--- src/rtl/rf_port_arbiter.sv ---
`default_nettype none
// ============================================================================
// Module      : rf_port_arbiter
// Description : Shares one 32x32 register file between two clients.
//               Requests use a REQ/GNT handshake. Each accepted request is
//               issued to the register file for exactly one cycle. Reads
//               return data in per-client registers with a one-cycle valid.
//               A tie between the clients is broken round-robin.
// Ports       : clk, rst_n              - clock, async active-low reset
//               c{0,1}_req/we           - request and op (1 = write)
//               c{0,1}_r1/r2/w_addr     - operand addresses
//               c{0,1}_w_data           - write data
//               c{0,1}_gnt              - grant pulse (ISSUE cycle)
//               c{0,1}_rvalid           - read data valid pulse
//               c{0,1}_r1/r2_data       - captured read data
//               rf_read/rf_write        - one-hot register file controls
//               rf_r1/r2/w_addr, rf_w_data - register file operands
//               rf_r1/r2_data           - register file read data (comb)
// Revision    : 1.0 - initial release
// ============================================================================
module rf_port_arbiter #(
   parameter int DATA_WIDTH = 32,
   parameter int ADDR_WIDTH = 5
) (
   input  logic                  clk,
   input  logic                  rst_n,
   input  logic                  c0_req,
   input  logic                  c0_we,
   input  logic [ADDR_WIDTH-1:0] c0_r1_addr,
   input  logic [ADDR_WIDTH-1:0] c0_r2_addr,
   input  logic [ADDR_WIDTH-1:0] c0_w_addr,
   input  logic [DATA_WIDTH-1:0] c0_w_data,
   output logic                  c0_gnt,
   output logic                  c0_rvalid,
   output logic [DATA_WIDTH-1:0] c0_r1_data,
   output logic [DATA_WIDTH-1:0] c0_r2_data,
   input  logic                  c1_req,
   input  logic                  c1_we,
   input  logic [ADDR_WIDTH-1:0] c1_r1_addr,
   input  logic [ADDR_WIDTH-1:0] c1_r2_addr,
   input  logic [ADDR_WIDTH-1:0] c1_w_addr,
   input  logic [DATA_WIDTH-1:0] c1_w_data,
   output logic                  c1_gnt,
   output logic                  c1_rvalid,
   output logic [DATA_WIDTH-1:0] c1_r1_data,
   output logic [DATA_WIDTH-1:0] c1_r2_data,
   output logic                  rf_read,
   output logic                  rf_write,
   output logic [ADDR_WIDTH-1:0] rf_r1_addr,
   output logic [ADDR_WIDTH-1:0] rf_r2_addr,
   output logic [ADDR_WIDTH-1:0] rf_w_addr,
   output logic [DATA_WIDTH-1:0] rf_w_data,
   input  logic [DATA_WIDTH-1:0] rf_r1_data,
   input  logic [DATA_WIDTH-1:0] rf_r2_data
);

   localparam logic [0:0] IDLE  = 1'b0;
   localparam logic [0:0] ISSUE = 1'b1;

   logic [0:0] state;
   logic [0:0] state_nxt;
   logic       win;       // client owning the current/last issue
   logic       win_nxt;
   logic       last;      // last client granted; loses the next tie
   logic       op_we;     // latched op of the winner
   logic       accept;

   // ---------------------------------------------------------------------
   // State register
   // ---------------------------------------------------------------------
   always_ff @(posedge clk or negedge rst_n) begin
      if (!rst_n) begin
         state <= IDLE;
         win   <= 1'b0;
         last  <= 1'b1;
      end else begin
         state <= state_nxt;
         win   <= win_nxt;
         if (accept) begin
            last <= win_nxt;
         end
      end
   end

   // ---------------------------------------------------------------------
   // Next-state and winner selection. Requests are looked at only in IDLE,
   // so a client that keeps REQ high through its ISSUE cycle is not
   // granted twice for the same operation.
   // ---------------------------------------------------------------------
   always_comb begin
      state_nxt = state;
      win_nxt   = win;
      accept    = 1'b0;
      case (state)
         IDLE: begin
            if (c0_req || c1_req) begin
               accept    = 1'b1;
               state_nxt = ISSUE;
               if (c0_req && c1_req) begin
                  win_nxt = ~last;
               end else begin
                  win_nxt = c1_req;
               end
            end
         end
         ISSUE: begin
            state_nxt = IDLE;
         end
         default: begin
            state_nxt = IDLE;
         end
      endcase
   end

   // ---------------------------------------------------------------------
   // Output decode from registered state
   // ---------------------------------------------------------------------
   always_comb begin
      c0_gnt   = (state == ISSUE) && !win;
      c1_gnt   = (state == ISSUE) &&  win;
      rf_write = (state == ISSUE) &&  op_we;
      rf_read  = (state == ISSUE) && !op_we;
   end

   // ---------------------------------------------------------------------
   // Operand latch and read-data capture
   // ---------------------------------------------------------------------
   always_ff @(posedge clk or negedge rst_n) begin
      if (!rst_n) begin
         op_we      <= 1'b0;
         rf_r1_addr <= '0;
         rf_r2_addr <= '0;
         rf_w_addr  <= '0;
         rf_w_data  <= '0;
         c0_r1_data <= '0;
         c0_r2_data <= '0;
         c1_r1_data <= '0;
         c1_r2_data <= '0;
         c0_rvalid  <= 1'b0;
         c1_rvalid  <= 1'b0;
      end else begin
         c0_rvalid <= 1'b0;
         c1_rvalid <= 1'b0;
         if (accept) begin
            if (win_nxt) begin
               op_we      <= c1_we;
               rf_r1_addr <= c1_r1_addr;
               rf_r2_addr <= c1_r2_addr;
               rf_w_addr  <= c1_w_addr;
               rf_w_data  <= c1_w_data;
            end else begin
               op_we      <= c0_we;
               rf_r1_addr <= c0_r1_addr;
               rf_r2_addr <= c0_r2_addr;
               rf_w_addr  <= c0_w_addr;
               rf_w_data  <= c0_w_data;
            end
         end
         // Read data from the register file is combinational, so it is
         // valid at the edge that closes the read ISSUE cycle.
         if ((state == ISSUE) && !op_we) begin
            if (win) begin
               c1_r1_data <= rf_r1_data;
               c1_r2_data <= rf_r2_data;
               c1_rvalid  <= 1'b1;
            end else begin
               c0_r1_data <= rf_r1_data;
               c0_r2_data <= rf_r2_data;
               c0_rvalid  <= 1'b1;
            end
         end
      end
   end

endmodule
`default_nettype wire

--- config.mk ---
export PLATFORM = sky130hd
export DESIGN_NAME = rf_port_arbiter
export DESIGN_NICKNAME = d
export VERILOG_FILES = /design/src/rtl/rf_port_arbiter.sv
export SDC_FILE = /design/constraint.sdc
export NUM_CORES = 1
export LEC_CHECK = 0
export BUFFER_PORTS_ARGS = -buffer_cell sky130_fd_sc_hd__buf_2
export CAP_MARGIN = 25
export CORE_AREA = 2 2 132 134
export DETAILED_ROUTE_END_ITERATION = 8
export DIE_AREA = 0 0 134 136
export PLACE_DENSITY_LB_ADDON = 0.15
export SYNTH_ARGS = -nofsm -noshare
export SYNTH_HDL_FRONTEND = slang
export SYNTH_SLANG_ARGS = --single-unit
--- constraint.sdc ---
create_clock -name clk -period 2.97 [get_ports clk]
set_input_delay 0.1485 -clock clk [delete_from_list [all_inputs] [get_ports clk]]
set_output_delay 0.1485 -clock clk [all_outputs]
set_load 0.02 [all_outputs]
==> results_tabular.tex <==
\begin{tabular}{lr}
\hline
Metric & Value \\
\hline
\multicolumn{2}{l}{\textbf{Clock network}} \\
\quad H-tree depth reported by CTS & 4 \\
\quad Number of sinks handled by clock tree synthesis & between 150 and 200 \\
\quad Clock Path Buffers & 2 \\
\quad Insertion delay of the later-clocked pin in the worst-skew pair & about 0.42 ns \\
\quad Clock slew seen by the registers of the worst setup and hold paths & 0.07 ns \\
\quad Setup Buffers After CTS & 0 \\
\quad TritonCTS clock tree & done \\
\quad Root Buffer Master & sky130\_fd\_sc\_hd\_\_clkbuf\_16 \\
\quad Number of CTS-inserted buffers & 17 \\
\multicolumn{2}{l}{\textbf{Timing}} \\
\quad Relative slew slack & 0.637 \\
\quad Final min period & roughly 2.3 ns \\
\quad RSZ-0062 raised after global routing & false \\
\quad Crit share post-route & 0.789 \\
\quad Highest attainable clock frequency & about 0.43 GHz \\
\quad Total of endpoints with negative setup slack in the final report & 0 \\
\quad Summed negative setup slack over all endpoints & 0 ns \\
\quad Worst slew pin tran & 0.544 ns \\
\quad Max Clock Skew & 0.0104 ns \\
\quad Count of pins over their slew limit & 0 \\
\quad Fin. Hold Viols & 0 \\
\multicolumn{2}{l}{\textbf{Critical path}} \\
\quad WP buf/inv & 2 \\
\quad Type of the setup path with the least slack & reg2reg \\
\quad Sort of element at the start of the critical path & flop \\
\quad Cell Chain, Critical Path & o21ba\_4 > buf\_4 > nor2\_1 > a31oi\_1 > dlygate4sd3\_1 \\
\quad CP peak stage delay & $\sim$0.60 ns \\
\quad R2R Setup Slk & around 0.63 ns \\
\quad Endpoint arrival time on the critical path & approximately 2.7 ns \\
\quad Setup crit end kind & flop \\
\quad Slowest stage cell, crit path & sky130\_fd\_sc\_hd\_\_o21ba\_4 \\
\quad Kind of cell with the highest combined delay on the critical path & buffers and inverters \\
\quad CP Max Fanout & 42 \\
\quad Endpoint required time on the critical path & approximately 3.3 ns \\
\multicolumn{2}{l}{\textbf{Yosys}} \\
\quad Area contributors post-synth & sky130\_fd\_sc\_hd\_\_dfrtp\_1 60\%, sky130\_fd\_sc\_hd\_\_mux2\_4 9.8\%, sky130\_fd\_sc\_hd\_\_mux2\_1 7.4\% \\
\quad Synthesized netlist cell count & between 500 and 600 \\
\quad Ys Warns & 0 \\
\quad Netlist cell types & 25 \\
\quad Net count after synthesis & between 700 and 800 \\
\quad Cell area after technology mapping & roughly 0.0075 mm2 \\
\quad Number of register bits inferred by synthesis & around 180 \\
\quad Dominant cell type by area after synthesis & sky130\_fd\_sc\_hd\_\_dfrtp\_1 \\
\quad Synthesized area divided by synthesized cell count & 13.3 um2 \\
\quad Share of the yosys chip area belonging to registers & 0.604 \\
\quad Top-area cell type share of the netlist area & 0.601 \\
\multicolumn{2}{l}{\textbf{Detailed routing}} \\
\quad Wire length reported by the detailed router & $\sim$23,000 um \\
\quad TritonRoute pass-1 iters & 5 \\
\quad Routed wirelength normalized by instance count & around 18 um \\
\quad Via count & between 6,000 and 7,000 \\
\quad \# DRC & 0 \\
\quad Count of routing violations after the opening detailed-route iteration & approximately 220 \\
\quad Via density & 5.08 \\
\quad Post-route antenna net violation count & 0 \\
\multicolumn{2}{l}{\textbf{Worst hold path}} \\
\quad Hold/Removal Path Class & in2reg \\
\multicolumn{2}{l}{\textbf{Global routing}} \\
\quad Number of antenna violations at the first check in global routing & 0 \\
\quad Via count of the first global-routing pass & 6,731 \\
\quad Largest net degree at the start of global routing & 66 \\
\quad First-pass GRT wire length & 35,100 um \\
\quad Tot GR Track Use & 0.246 \\
\quad Congestion Overflow GR & 0 \\
\multicolumn{2}{l}{\textbf{Pwr}} \\
\quad Leakage power & $\sim$0.0055 uW \\
\quad Power spent charging and discharging nets & about 4100 uW \\
\quad Switching share of power & 0.373 \\
\quad Logic gate share of total power & 0.414 \\
\quad Internal Power & between 6000 and 7000 uW \\
\quad Pwr Density & around 960 mW/mm2 \\
\quad Worst ir drop on vdd & between 400 and 500 uV \\
\quad Sequential share of power & 0.371 \\
\quad Clock share of power & 0.215 \\
\multicolumn{2}{l}{\textbf{Floorplanning}} \\
\quad Effective utilization at floorplan & 0.444 \\
\quad Vertical die dimension & roughly 140 um \\
\quad Num rows & 48 \\
\quad Core footprint & about 0.017 mm2 \\
\quad I/O pin total & approximately 350 \\
\quad Die Span X & between 100 and 150 um \\
\quad Total Die Area & approximately 0.018 mm2 \\
\multicolumn{2}{l}{\textbf{Place}} \\
\quad Area after DPL & around 0.0094 mm2 \\
\quad Post-detailed-placement half-perimeter wirelength & 15,200 um \\
\quad Cell total after placement & around 1,100 \\
\quad Routability Congestion & 0.812 \\
\quad Quantity of I/O buffers inserted on ports & approximately 340 \\
\multicolumn{2}{l}{\textbf{Cells and area}} \\
\quad Share of post-route cells with drive strength above 1 & 0.451 \\
\quad Post-route cell area & approximately 0.011 mm2 \\
\quad Final Non-Filler Cells & about 1,300 \\
\quad Diodes inserted & 0 \\
\quad Multi-input gate area in the final layout & 0.00271 mm2 \\
\quad P\&R area growth vs syn & 52.5\% \\
\quad Fin nets & 1,202 \\
\quad Fin util & 0.678 \\
\quad Area of all sequential standard cells & 0.00453 mm2 \\
\quad Fill cells & 1,238 \\
\multicolumn{2}{l}{\textbf{Flow run}} \\
\quad Number of max-cap violations & 0 \\
\multicolumn{2}{l}{\textbf{Outcome}} \\
\quad Status & finished clean \\
\hline
\end{tabular}
-- through the flow --
step                      power (uW)  setup slack (ns)  hold slack (ns)
after floorplan                 6730              1.46           -0.147
after global placement          8260              1.06            0.150
after detailed placement        8410             0.995            0.155
after CTS                      11000             0.691         0.000734
after global routing           11500             0.524          0.00708
final                          11000             0.625          0.00583
-- cells in the mapped netlist (all sizes together) --
| cell | number |
|---|---|
| inv | 2 |
| a21oi | 3 |
| nor3 | 1 |
| nor2b | 1 |
| buf | 25 |
| mux2 | 128 |
| nand2b | 2 |
| dfstp | 1 |
| and2b | 2 |
| nand2 | 1 |
| clkbuf | 21 |
| o21ba | 1 |
| a31oi | 48 |
| dfrtp | 180 |
| nor2 | 50 |
| nand3 | 48 |
| and2 | 2 |
| o21ai | 48 |
-- registers in the layout (all words and copies together), names as in the netlist --
register,flops
win,1
c0_r1_data,32
c0_rvalid,1
last,1
rf_w_data,32
rf_r2_addr,5
state,1
op_we,1
rf_w_addr,5
c1_rvalid,1
rf_r1_addr,5
c1_r1_data,32
c1_r2_data,32
c0_r2_data,32
-- final timing paths --
check	startpoint	to	cells after the start
worst min-delay path	c0_r1_addr[3]	rf_r1_addr[3]	3
max in group asynchronous	rst_n	c1_r2_data[15]	3
worst max-delay path	state	rf_w_data[19]	5
worst min register to register	c0_r2_data[21]	c0_r2_data[21]	1
worst max register to register	state	rf_w_data[19]	5
min in group asynchronous	rst_n	c0_r1_data[0]	2
-- power groups by stage --
| stage | combinational [uW] | sequential [uW] | clock [uW] |
|---|---|---|---|
| floorplan | 1380 | 5350 | 0 |
| global placement | 4220 | 4040 | 0 |
| detailed placement | 4310 | 4100 | 0 |
| CTS | 4560 | 4070 | 2400 |
| global route | 4810 | 4200 | 2500 |
| finish | 4540 | 4070 | 2360 |
-- cell families (layout without fill, tap and decap cells) --
| family | after synthesis | in the layout | share of synthesized area |
|---|---|---|---|
| DFF | 181 | 181 | 0.604 |
| muxes | 128 | 128 | 0.217 |
| and+or+nand+nor | 107 | 107 | 0.0651 |
| AOI/OAI and AO/OA | 100 | 100 | 0.0754 |
| buffers and inverters | 48 | 533 | 0.0387 |
-- worst min-delay path, cell delays in order --
cell                      delay [ns]
sky130_fd_sc_hd__buf_2          0.09
sky130_fd_sc_hd__nand3_1        0.06
sky130_fd_sc_hd__a31oi_1        0.08
-- layout by cell type, fill, tap and decap left out --
cell,synthesis,final
sky130_fd_sc_hd__buf_12,0,3
sky130_fd_sc_hd__clkinvlp_4,0,3
sky130_fd_sc_hd__and2b_1,2,2
sky130_fd_sc_hd__nand2_4,0,1
sky130_fd_sc_hd__and2_1,2,2
sky130_fd_sc_hd__mux2_4,49,49
sky130_fd_sc_hd__buf_2,11,343
sky130_fd_sc_hd__inv_1,1,1
sky130_fd_sc_hd__nor2b_4,0,1
sky130_fd_sc_hd__nand2b_1,2,1
sky130_fd_sc_hd__nand3_1,48,48
sky130_fd_sc_hd__mux2_1,49,49
sky130_fd_sc_hd__a21oi_1,3,3
sky130_fd_sc_hd__o21ai_0,45,45
sky130_fd_sc_hd__a31oi_1,48,48
sky130_fd_sc_hd__dfrtp_1,180,180
sky130_fd_sc_hd__inv_2,1,1
sky130_fd_sc_hd__nor3_4,0,1
sky130_fd_sc_hd__buf_6,11,1
sky130_fd_sc_hd__clkbuf_1,19,1
sky130_fd_sc_hd__nand2b_2,0,1
sky130_fd_sc_hd__nor2_1,50,50
sky130_fd_sc_hd__o21ba_4,0,1
sky130_fd_sc_hd__o21ai_1,3,3
sky130_fd_sc_hd__clkbuf_16,0,17
sky130_fd_sc_hd__clkinv_2,0,3
sky130_fd_sc_hd__inv_8,0,2
sky130_fd_sc_hd__dlygate4sd3_1,0,143
sky130_fd_sc_hd__buf_4,3,11
sky130_fd_sc_hd__dfstp_2,1,1
sky130_fd_sc_hd__bufinv_16,0,4
sky130_fd_sc_hd__mux2_2,30,30
-- final cells by class --
cell class | instances | share of cell area
well taps | 225 | 0.0246
multi-input cells | 335 | 0.237
inverters | 2 | 0.000656
clock buffers | 18 | 0.0375
clock inverters | 12 | 0.0157
flip-flops and latches | 181 | 0.396
repair buffers | 501 | 0.289
-- routing by layer --
| metal | vias up | global-route usage | routed length, um |
|---|---|---|---|
| li1 | 2953 | - | - |
| met1 | 3191 | 0.288 | 8840 |
| met2 | 291 | 0.434 | 11500 |
| met3 | 40 | 0.0634 | 1630 |
| met4 | 0 | 0.0952 | 626 |
| met5 | - | 0 | 0 |
-- what timing repair did --
item                                    in CTS  in global routing
hold buffers                               143                  0
hold endpoints to repair                   229                  0
resized for setup                            0                  0
endpoints found under the setup margin       0                  0
Note: power is estimated with default switching activity, not from simulation.
